## src/rtl/nibble_serial_pkg.sv

```systemverilog
// Shared types and constants for the nibble-serial adder sequencer.
package nibble_serial_pkg;

    localparam int NIBBLE_W = 4;

    typedef enum logic [1:0] {
        IDLE = 2'd0,
        RUN  = 2'd1,
        DONE = 2'd2
    } state_t;

    function automatic int clog2(input int n);
        int r;
        r = 0;
        while ((1 << r) < n) r++;
        return r;
    endfunction

endpackage

```

## src/rtl/nibble_serial_add_ctrl_slice.sv

```systemverilog
// Combinational 4-bit ripple-carry adder built from four full-adder bits.
module nibble_add_slice (
    input  logic [3:0] x,
    input  logic [3:0] y,
    input  logic       ci,
    output logic [3:0] s,
    output logic       co
);

    logic [4:0] c;

    assign c[0] = ci;

    for (genvar i = 0; i < 4; i++) begin : g_fa
        assign s[i]   = x[i] ^ y[i] ^ c[i];
        assign c[i+1] = (x[i] & y[i]) | (c[i] & (x[i] ^ y[i]));
    end

    assign co = c[4];

endmodule

```

## src/rtl/nibble_serial_add_ctrl.sv

```systemverilog
// Adds two WIDTH-bit operands one nibble per clock through a single 4-bit slice.
// Optional subtract mode (sub port, a - b) is enabled by defining NIBBLE_SERIAL_SUB_EN.
module nibble_serial_add_ctrl
    import nibble_serial_pkg::*;
#(
    parameter int WIDTH = 16
) (
    input  logic             clk,
    input  logic             rst_n,
    input  logic             in_valid,
    output logic             in_ready,
    input  logic [WIDTH-1:0] a,
    input  logic [WIDTH-1:0] b,
    input  logic             cin,
`ifdef NIBBLE_SERIAL_SUB_EN
    input  logic             sub,
`endif
    output logic             out_valid,
    input  logic             out_ready,
    output logic [WIDTH-1:0] sum,
    output logic             cout,
    output logic             busy,
    output state_t           state_dbg
);

    localparam int NIB = WIDTH / NIBBLE_W;
    localparam int CW  = (NIB > 1) ? clog2(NIB) : 1;

    if ((WIDTH % NIBBLE_W) != 0 || WIDTH < NIBBLE_W) begin : g_width_check
        $error("nibble_serial_add_ctrl: WIDTH must be a multiple of 4 and at least 4");
    end

    // Handshakes: a transfer occurs on a rising edge where valid && ready are both
    // high. in_ready is high only in IDLE; out_valid only in DONE, where sum/cout are held.

    state_t           state, next_state;
    logic [WIDTH-1:0] a_reg, b_reg, sum_reg;
    logic             carry_reg, cout_reg;
    logic [CW-1:0]    cnt;
    logic [3:0]       slice_x, slice_y, slice_s;
    logic             slice_co;
    logic             accept, last_nib;

    assign accept   = (state == IDLE) && in_valid;
    assign last_nib = (cnt == CW'(NIB - 1));

    always_ff @(posedge clk or negedge rst_n) begin
        if (!rst_n) state <= IDLE;
        else        state <= next_state;
    end

    always_comb begin
        next_state = state;
        in_ready   = 1'b0;
        out_valid  = 1'b0;
        busy       = 1'b0;
        case (state)
            IDLE: begin
                in_ready = 1'b1;
                if (in_valid) next_state = RUN;
            end
            RUN: begin
                busy = 1'b1;
                if (last_nib) next_state = DONE;
            end
            DONE: begin
                busy      = 1'b1;
                out_valid = 1'b1;
                if (out_ready) next_state = IDLE;
            end
            default: next_state = IDLE;
        endcase
    end

    // The single slice is shared across iterations; the counter picks the nibble.
    assign slice_x = a_reg[int'(cnt) * NIBBLE_W +: NIBBLE_W];
    assign slice_y = b_reg[int'(cnt) * NIBBLE_W +: NIBBLE_W];

    nibble_add_slice u_slice (
        .x  (slice_x),
        .y  (slice_y),
        .ci (carry_reg),
        .s  (slice_s),
        .co (slice_co)
    );

    always_ff @(posedge clk or negedge rst_n) begin
        if (!rst_n) begin
            a_reg     <= '0;
            b_reg     <= '0;
            sum_reg   <= '0;
            carry_reg <= 1'b0;
            cout_reg  <= 1'b0;
            cnt       <= '0;
        end else if (accept) begin
            a_reg <= a;
`ifdef NIBBLE_SERIAL_SUB_EN
            // Two's-complement subtract: invert b and inject a carry of one.
            b_reg     <= sub ? ~b : b;
            carry_reg <= sub ? 1'b1 : cin;
`else
            b_reg     <= b;
            carry_reg <= cin;
`endif
            cnt <= '0;
        end else if (state == RUN) begin
            sum_reg[int'(cnt) * NIBBLE_W +: NIBBLE_W] <= slice_s;
            carry_reg <= slice_co;
            if (last_nib) begin
                cout_reg <= slice_co;
                cnt      <= '0;
            end else begin
                cnt <= cnt + CW'(1);
            end
        end
    end

    assign sum       = sum_reg;
    assign cout      = cout_reg;
    assign state_dbg = state;

endmodule

```

## config.mk

```make
export PLATFORM = sky130hd
export DESIGN_NAME = nibble_serial_add_ctrl
export DESIGN_NICKNAME = d
export VERILOG_FILES = /design/src/rtl/nibble_serial_pkg.sv /design/src/rtl/nibble_serial_add_ctrl_slice.sv /design/src/rtl/nibble_serial_add_ctrl.sv
export SDC_FILE = /design/constraint.sdc
export NUM_CORES = 1
export LEC_CHECK = 0
export CAP_MARGIN = 20
export CELL_PAD_IN_SITES_DETAIL_PLACEMENT = 0
export CELL_PAD_IN_SITES_GLOBAL_PLACEMENT = 2
export CORE_AREA = 4 4 96 98
export DETAILED_ROUTE_END_ITERATION = 10
export DIE_AREA = 0 0 100 102
export PLACE_DENSITY = 0.84
export SLEW_MARGIN = 20
export SYNTH_ARGS = -nofsm -noshare
export SYNTH_HDL_FRONTEND = slang
export SYNTH_SLANG_ARGS = --single-unit
```

## constraint.sdc

```tcl
create_clock -name clk -period 2.9 [get_ports clk]
set_input_delay 0.29 -clock clk [delete_from_list [all_inputs] [get_ports clk]]
set_output_delay 0.29 -clock clk [all_outputs]
set_load 0.01 [all_outputs]
```

==> results of run 1 <==
power breakdown:
part	internal, mW	total, mW	leakage, nW	switching, mW
registers	1.11	1.30	0.671	0.196
logic	1.06	1.96	0.661	0.898
clock network	0.167	0.406	0.0444	0.238
cell type report:
cell class	instances	area (sq um)	area share [%]
multi-input combinational	100	1062	32.42
clock buffer	5	68.82	2.100
tap	108	135.1	4.124
sequential	54	1351	41.24
timing repair buffer	63	615.6	18.79
inverter	8	30.03	0.9164
clock inverter	2	13.76	0.4200
routing by layer:
layer / GRT usage (%) / vias up / wire (um)
li1: - / 735 / -
met1: 13.48 / 770 / 2231
met2: 17.91 / 40 / 2608
met3: 2.799 / 3 / 287
met4: 2.176 / 0 / 16
met5: 0 / - / 0
per-stage QoR:
stage | setup TNS (ns) | instances | hold slack [ns] | util [%] | worst slack [ns]
finish | 0 | 340 | 0.4486 | 38.71 | 0.03143
global route | -0.1712 | 340 | 0.4943 | 38.71 | -0.07681
CTS | 0 | 340 | 0.4632 | 38.71 | 0.01031
detailed placement | -0.1161 | 332 | 0.2461 | 37.59 | -0.03809
global placement | 0 | 332 | 0.2407 | 37.59 | 0.01796
floorplan | -0.07525 | 169 | -0.005591 | - | -0.02508
what timing repair did:
item | 4_1_cts | 5_1_grt
endpoints found under the setup margin | 4 | 4
resized for setup | 1 | 0
pin swaps | 1 | 0
endpoints found under the hold margin | 17 | 0
hold buffers | 1 | 0
worst paths after layout:
kind                            startpoint        to
worst min-delay path                 rst_n    sum[9]
max in group asynchronous            rst_n  a_reg[7]
worst max register to register      cnt[0]    sum[3]
worst min register to register      sum[1]    sum[1]
worst max-delay path                cnt[0]    sum[3]
min in group clk                    sum[1]    sum[1]
layout by cell type, fill, tap and decap left out:
master            n
clkdlybuf4s50_1  57
nand2_1          13
mux2_1            1
mux2_2           33
nor2b_1           1
nor3b_1           1
inv_6             1
buf_2             1
inv_1             7
dlygate4sd3_1     1
a21oi_1           4
ha_1              9
clkbuf_8          5
buf_4             4
and4b_1           1
a222oi_1          1
nor3b_2           1
nand3_1           1
o21ai_0           3
a22o_1           12
o21ai_1           1
mux2i_1           3
dfrtp_1          54
mux4_2            8
nor2_1            1
inv_2             1
clkinv_2          1
fa_2              4
and4_1            2
kinds of logic (layout without fill, tap and decap cells):
kind of cell    count (synthesis)  in the layout  share of synthesized area (%)
flops                          54             54                          54.77
compound gates                 21             21                          6.288
buf+inv                        15             78                          2.586
mux                            45             45                          24.04
simple gates                   21             21                          4.513
fa+ha+maj                      13             13                          7.810
==> summary.md, run 1 <==
| Metric | Value |
|---|---|
| Outcome | `finished clean` |
| Slew @ Worst Pin | `0.4619 ns` |
| # nets final | `about 280` |
| Fillers | `806` |
| CP endpoint kind | `register` |
| FF-to-FF path depth | `7` |
| Worst vdd ir | `0.4571 mV` |
| CP most frequent cell | `fa_2` |
| Largest stage delay, worst path | `between 0.5 and 0.6 ns` |
| Chip Height | `102 um` |
| Core footprint | `0.008466 sq mm` |
| CP arrival | `3.10 ns` |
| Final instance area | `0.003277 sq mm` |
| CTS buffer count | `5` |
| Reg2Reg Setup Slack | `between 0.03 and 0.04 ns` |
| Sequential area share after synthesis | `54.77%` |
| ANT nets after route | `0` |
| Initial core utilization | `29.15%` |
| Count leader, synth | `dfrtp_1` |
| Worst slew margin | `69.21%` |
| Post-synth top flop | `dfrtp_1` |
| Clock latency on the worst-skew pair | `0.30 ns` |
| CTS tree | `built` |
| Pwr/cell area | `1119 mW/mm^2` |
| Top cell family by delay on the critical path | `adder cells` |
| Endpoints failing hold | `0` |
| Async SR Flop Fraction | `100.0%` |
| Cell taking the most area after synthesis | `dfrtp_1` |
| # Post-CTS Setup Buffers | `0` |
| Syn Nets | `219` |
| I/O pin count | `59` |
| Total congestion overflow | `0` |
| Die area | `0.01020 sq mm` |
| Syn. warnings | `0` |
| Post-DP Area | `between 0.003 and 0.004 sq mm` |
| CTS root buffer | `clkbuf_8` |
| GR Util All Layers | `10.47%` |
| Critical path peak fanout | `4` |
| Mapped Avg Cell Area | `14.60 sq um` |
| Routed WL | `5.143 mm` |
| Worst path buffer plus inverter count | `0` |
| Avg Vias per Cell | `4.553` |
| Routability congestion estimate | `around 0.74` |
| Standard-cell rows | `34` |
| Synth area leaders | `dfrtp_1, mux2_2, mux4_2` |
| Commonest cells post-synth | `dfrtp_1, mux2_2, nand2_1` |
| Max frequency | `348.6 MHz` |
| Number of synthesized flops with an enable pin | `0` |
| DR pass1 iterations | `4` |
| Netlist cell types | `24` |
| Crit-path cells | `mux4_2, fa_2, fa_2, fa_2, fa_2, nand2_1, o21ai_1` |
| Die X | `100 um` |
| Minimum clock period | `~2.9 ns` |
| Clock sink total | `between 50 and 60` |
| Fin crit share | `98.92%` |
| Worst path depth | `7` |
| Crit Path Category | `reg2reg` |
| Vias in the first global route | `between 1500 and 2000` |
| Antenna Diode Count | `0` |
| Clock skew | `~0.0099 ns` |
| Max-Cap Viols | `0` |
| Vias post-DR | `1548` |
| Proportion of layout cells with a drive suffix above 1 | `25.43%` |
| Data required time at the worst endpoint | `3.13 ns` |
| Syn-to-layout area delta | `32.81%` |
| P_leak | `1.377 nW` |
| Register bit count reported by yosys | `54` |
| Worst hold path class | `in2async` |
| DRC | `0` |
| Pwr Total | `about 3.7 mW` |
| HPWL after detailed placement | `3.969 mm` |
| 1st-iter DRT viols | `30` |
| Area share of the leading cell type in the synthesized netlist | `~55%` |
| Depth of the CTS H-tree | `2` |
| Post-DR wirelength/cell | `15.13 um` |
| Mapped Cells | `169` |
| Cell Area, Synth | `0.002467 sq mm` |
| First-pass GRT wire length | `8.314 mm` |
| Pin count of the biggest net entering global routing | `38` |
| Initial antenna violation count | `0` |
| Type of origin of the critical path | `register` |
| RSZ-0062 raised after global routing | `yes` |
| PortBufs | `58` |
| # setup viols final | `0` |
| Max Transition Viols Final | `0` |
| Clk buf depth | `2` |
| Critical path's slowest cell | `fa_2` |
| Clk pin slew, worst setup/hold paths | `0.09 ns` |
Note: power is estimated with default switching activity, not from simulation.
==> run 2, diff against run 1 <==
--- a/config.mk
+++ b/config.mk
@@ -8,11 +8,13 @@
 export CAP_MARGIN = 20
 export CELL_PAD_IN_SITES_DETAIL_PLACEMENT = 0
 export CELL_PAD_IN_SITES_GLOBAL_PLACEMENT = 2
-export CORE_AREA = 4 4 96 98
+export CORE_AREA = 4 4 98 100
 export DETAILED_ROUTE_END_ITERATION = 10
-export DIE_AREA = 0 0 100 102
+export DIE_AREA = 0 0 102 104
+export MAX_ROUTING_LAYER = met4
 export PLACE_DENSITY = 0.84
 export SLEW_MARGIN = 20
 export SYNTH_ARGS = -nofsm -noshare
 export SYNTH_HDL_FRONTEND = slang
+export SYNTH_HIERARCHICAL = 1
 export SYNTH_SLANG_ARGS = --single-unit
==> run 2 against run 1 <==
Compared with the run above:
- maximum frequency grew 1.6%
- die area up 4.0%
- largest power group unchanged
- highest routed layer unchanged
- synthesized cell count up 12%
- register-to-register slack improved by 0.04 ns
- synthesized area up 3.4%
- critical endpoint unchanged
==> summary.md, run 2 <==
| Metric | Value |
|---|---|
| Proportion of layout cells with a drive suffix above 1 | `25.78%` |
| ANT nets after route | `0` |
| CP endpoint kind | `register` |
| CP most frequent cell | `inv_2` |
| I/O pin count | `59` |
| Worst hold path class | `in2async` |
| Depth of the CTS H-tree | `2` |
| Mapped Cells | `190` |
| Top cell family by delay on the critical path | `adder cells` |
| Clk buf depth | `2` |
| Pwr Total | `around 3.9 mW` |
| Post-synth top flop | `dfrtp_1` |
| Inst Count DP | `354` |
| Vias in the first global route | `1804` |
| Max frequency | `354.0 MHz` |
| Worst slew margin | `between 60% and 70%` |
| Async SR Flop Fraction | `100.0%` |
| First-pass GRT wire length | `~9.0 mm` |
| Avg Vias per Cell | `around 4.6` |
| Netlist cell types | `30` |
| Synth area leaders | `dfrtp_1, mux2_2, mux4_2` |
| P_leak | `~1.4 nW` |
| Slew @ Worst Pin | `a little under 0.5 ns` |
| Area share of the leading cell type in the synthesized netlist | `52.97%` |
| Initial antenna violation count | `0` |
| Layout Cells excl Fill | `364` |
| Chip Height | `104 um` |
| Count leader, synth | `dfrtp_1` |
| HPWL after detailed placement | `4.150 mm` |
| Core footprint | `0.008678 sq mm` |
| Crit Path Category | `reg2reg` |
| Crit-path cells | `mux4_2, fa_2, inv_2, fa_2, inv_2, fa_2, inv_2, fa_1, inv_2, nand3_1, o21ai_1` |
| Post-DR wirelength/cell | `~15 um` |
| Register bit count reported by yosys | `between 50 and 60` |
| Cell Area, Synth | `0.002551 sq mm` |
| Vias post-DR | `around 1700` |
| Worst path buffer plus inverter count | `4` |
| Outcome | `finished clean` |
| Syn. warnings | `6` |
| Fin crit share | `97.40%` |
| Number of synthesized flops with an enable pin | `0` |
| Syn Nets | `240` |
| Die X | `around 100 um` |
| Initial core utilization | `29.40%` |
| Commonest cells post-synth | `dfrtp_1, mux2_2, nand2_1` |
| Clock sink total | `54` |
| Routed WL | `5.318 mm` |
| PortBufs | `58` |
| Total congestion overflow | `0` |
| Pin count of the biggest net entering global routing | `39` |
| Cell taking the most area after synthesis | `dfrtp_1` |
| Worst vdd ir | `0.4744 mV` |
| Mapped Avg Cell Area | `between 10 and 15 sq um` |
| GR Util All Layers | `10.96%` |
| Type of origin of the critical path | `register` |
| Sequential area share after synthesis | `52.97%` |
| Critical path's slowest cell | `mux4_2` |
| Fillers | `856` |
| Routability congestion estimate | `0.7475` |
| Most frequent cells in the layout | `clkdlybuf4s50_1, dfrtp_1, mux2_2` |
| Standard-cell rows | `34` |
| Commonest non-fill, non-tap cell in the layout | `clkdlybuf4s50_1` |
| Data required time at the worst endpoint | `3.13 ns` |
| CP arrival | `3.05 ns` |
| RSZ-0062 raised after global routing | `yes` |
| # setup viols final | `0` |
| Max Transition Viols Final | `0` |
| Max-Cap Viols | `0` |
| Syn-to-layout area delta | `33.74%` |
| Minimum clock period | `2.825 ns` |
| DR pass1 iterations | `4` |
| Die area | `around 0.011 sq mm` |
| Endpoints failing hold | `0` |
| Antenna Diode Count | `0` |
| 1st-iter DRT viols | `68` |
| Critical path peak fanout | `4` |
| Clock latency on the worst-skew pair | `0.30 ns` |
| # nets final | `305` |
| Pwr/cell area | `roughly 1100 mW/mm^2` |
| CTS tree | `built` |
| CTS root buffer | `clkbuf_8` |
| DRC | `0` |
| Clock skew | `0.008197 ns` |
| Clk pin slew, worst setup/hold paths | `0.10 ns` |
| Largest stage delay, worst path | `0.53 ns` |
| CTS buffer count | `5` |
==> run 2: cell types whose count changed in the layout (fill, tap and decap cells not counted), moves of 3 or more <==
cell | before | now
o21ai_1 | 1 | 5
mux2_2 | 33 | 29
mux2_1 | 1 | 5
nand3_1 | 1 | 6
inv_2 | 1 | 7
a32o_1 | 0 | 4
inv_1 | 7 | 10
a22o_1 | 12 | 4
==> run 2: path summary, 6_finish.rpt <==
| path | start | end | slack (ns) | depth (start not counted) |
|---|---|---|---|---|
| setup / recovery | cnt[0] | sum[3] | 0.08 | 11 |
| hold / removal | rst_n | sum[12] | 0.43 | 2 |
| setup reg to reg | cnt[0] | sum[3] | 0.08 | 11 |
| hold reg to reg | sum[4] | sum[4] | 0.49 | 2 |
| max in group asynchronous | rst_n | cnt[0] | 1.62 | 3 |
| min in group clk | sum[4] | sum[4] | 0.49 | 2 |
==> run 2: worst reg2reg max path, cell delays in order (launching register included) <==
cell     delay (ns)
dfrtp_2        0.43
mux4_2         0.53
fa_2           0.40
inv_2          0.06
fa_2           0.18
inv_2          0.04
fa_2           0.33
inv_2          0.06
fa_1           0.42
inv_2          0.10
nand3_1        0.07
o21ai_1        0.13
==> run 2: logic make-up (layout without fill, tap and decap cells) <==
group	count (synthesis)	in the layout	share of synthesized area, %
flops	54	54	52.97
mux	45	45	23.25
simple gates	32	32	6.131
buf+inv	25	91	4.413
compound gates	21	21	5.689
fa+ha+maj	13	13	7.553
==> run 2: routing by layer <==
| metal | global-route usage [%] | part of all wire (%) | vias to the layer above |
|---|---|---|---|
| met5 | - | 0 | - |
| met4 | 2.812 | 1.2 | 0 |
| met3 | 2.482 | 5.1 | 6 |
| met2 | 16.30 | 48 | 40 |
| met1 | 15.18 | 46 | 825 |
| li1 | - | - | 799 |
==> run 2: power by group <==
group	switching (mW)	leakage [nW]	internal, mW
combinational	0.993	0.704	1.04
sequential	0.194	0.671	1.10
clock	0.248	0.0618	0.284
total	1.44	1.44	2.42
==> run 2: cell type report <==
class,instances,area [sq um],share of cell area [%]
Clock buffer,6,82.58,2.420
Clock inverter,2,38.79,1.137
Inverter,18,67.56,1.980
Multi-Input combinational cell,111,1101,32.27
Sequential cell,54,1353,39.64
Tap cell,108,135.1,3.960
Timing Repair Buffer,65,634.4,18.59
==> run 2: timing repair <==
action                                  in CTS  in global routing
pin swaps                                    1                  4
endpoints found under the setup margin       3                  4
hold endpoints to repair                    16                  0
gates cloned                                 0                  0
gates resized for setup                      4                  9
hold buffers                                 1                  0
buffers inserted                             1                  0
==> run 2: stage by stage <==
| step | util (%) | setup WS [ns] | instance area [sq um] | hold slack (ns) | TNS, ns |
|---|---|---|---|---|---|
| 6_report | 39.32 | 0.07550 | 3412 | 0.4350 | 0 |
| 2_1_floorplan | - | 0.01944 | 2555 | -0.005591 | 0 |
| 4_1_cts | 39.14 | 0.02714 | 3397 | 0.4528 | 0 |
| 3_3_place_gp | 37.50 | 0.01661 | 3254 | 0.2243 | 0 |
| 5_1_grt | 39.32 | -0.07507 | 3412 | 0.4789 | -0.1354 |
| 3_5_place_dp | 37.50 | -0.07899 | 3254 | 0.2315 | -0.1132 |
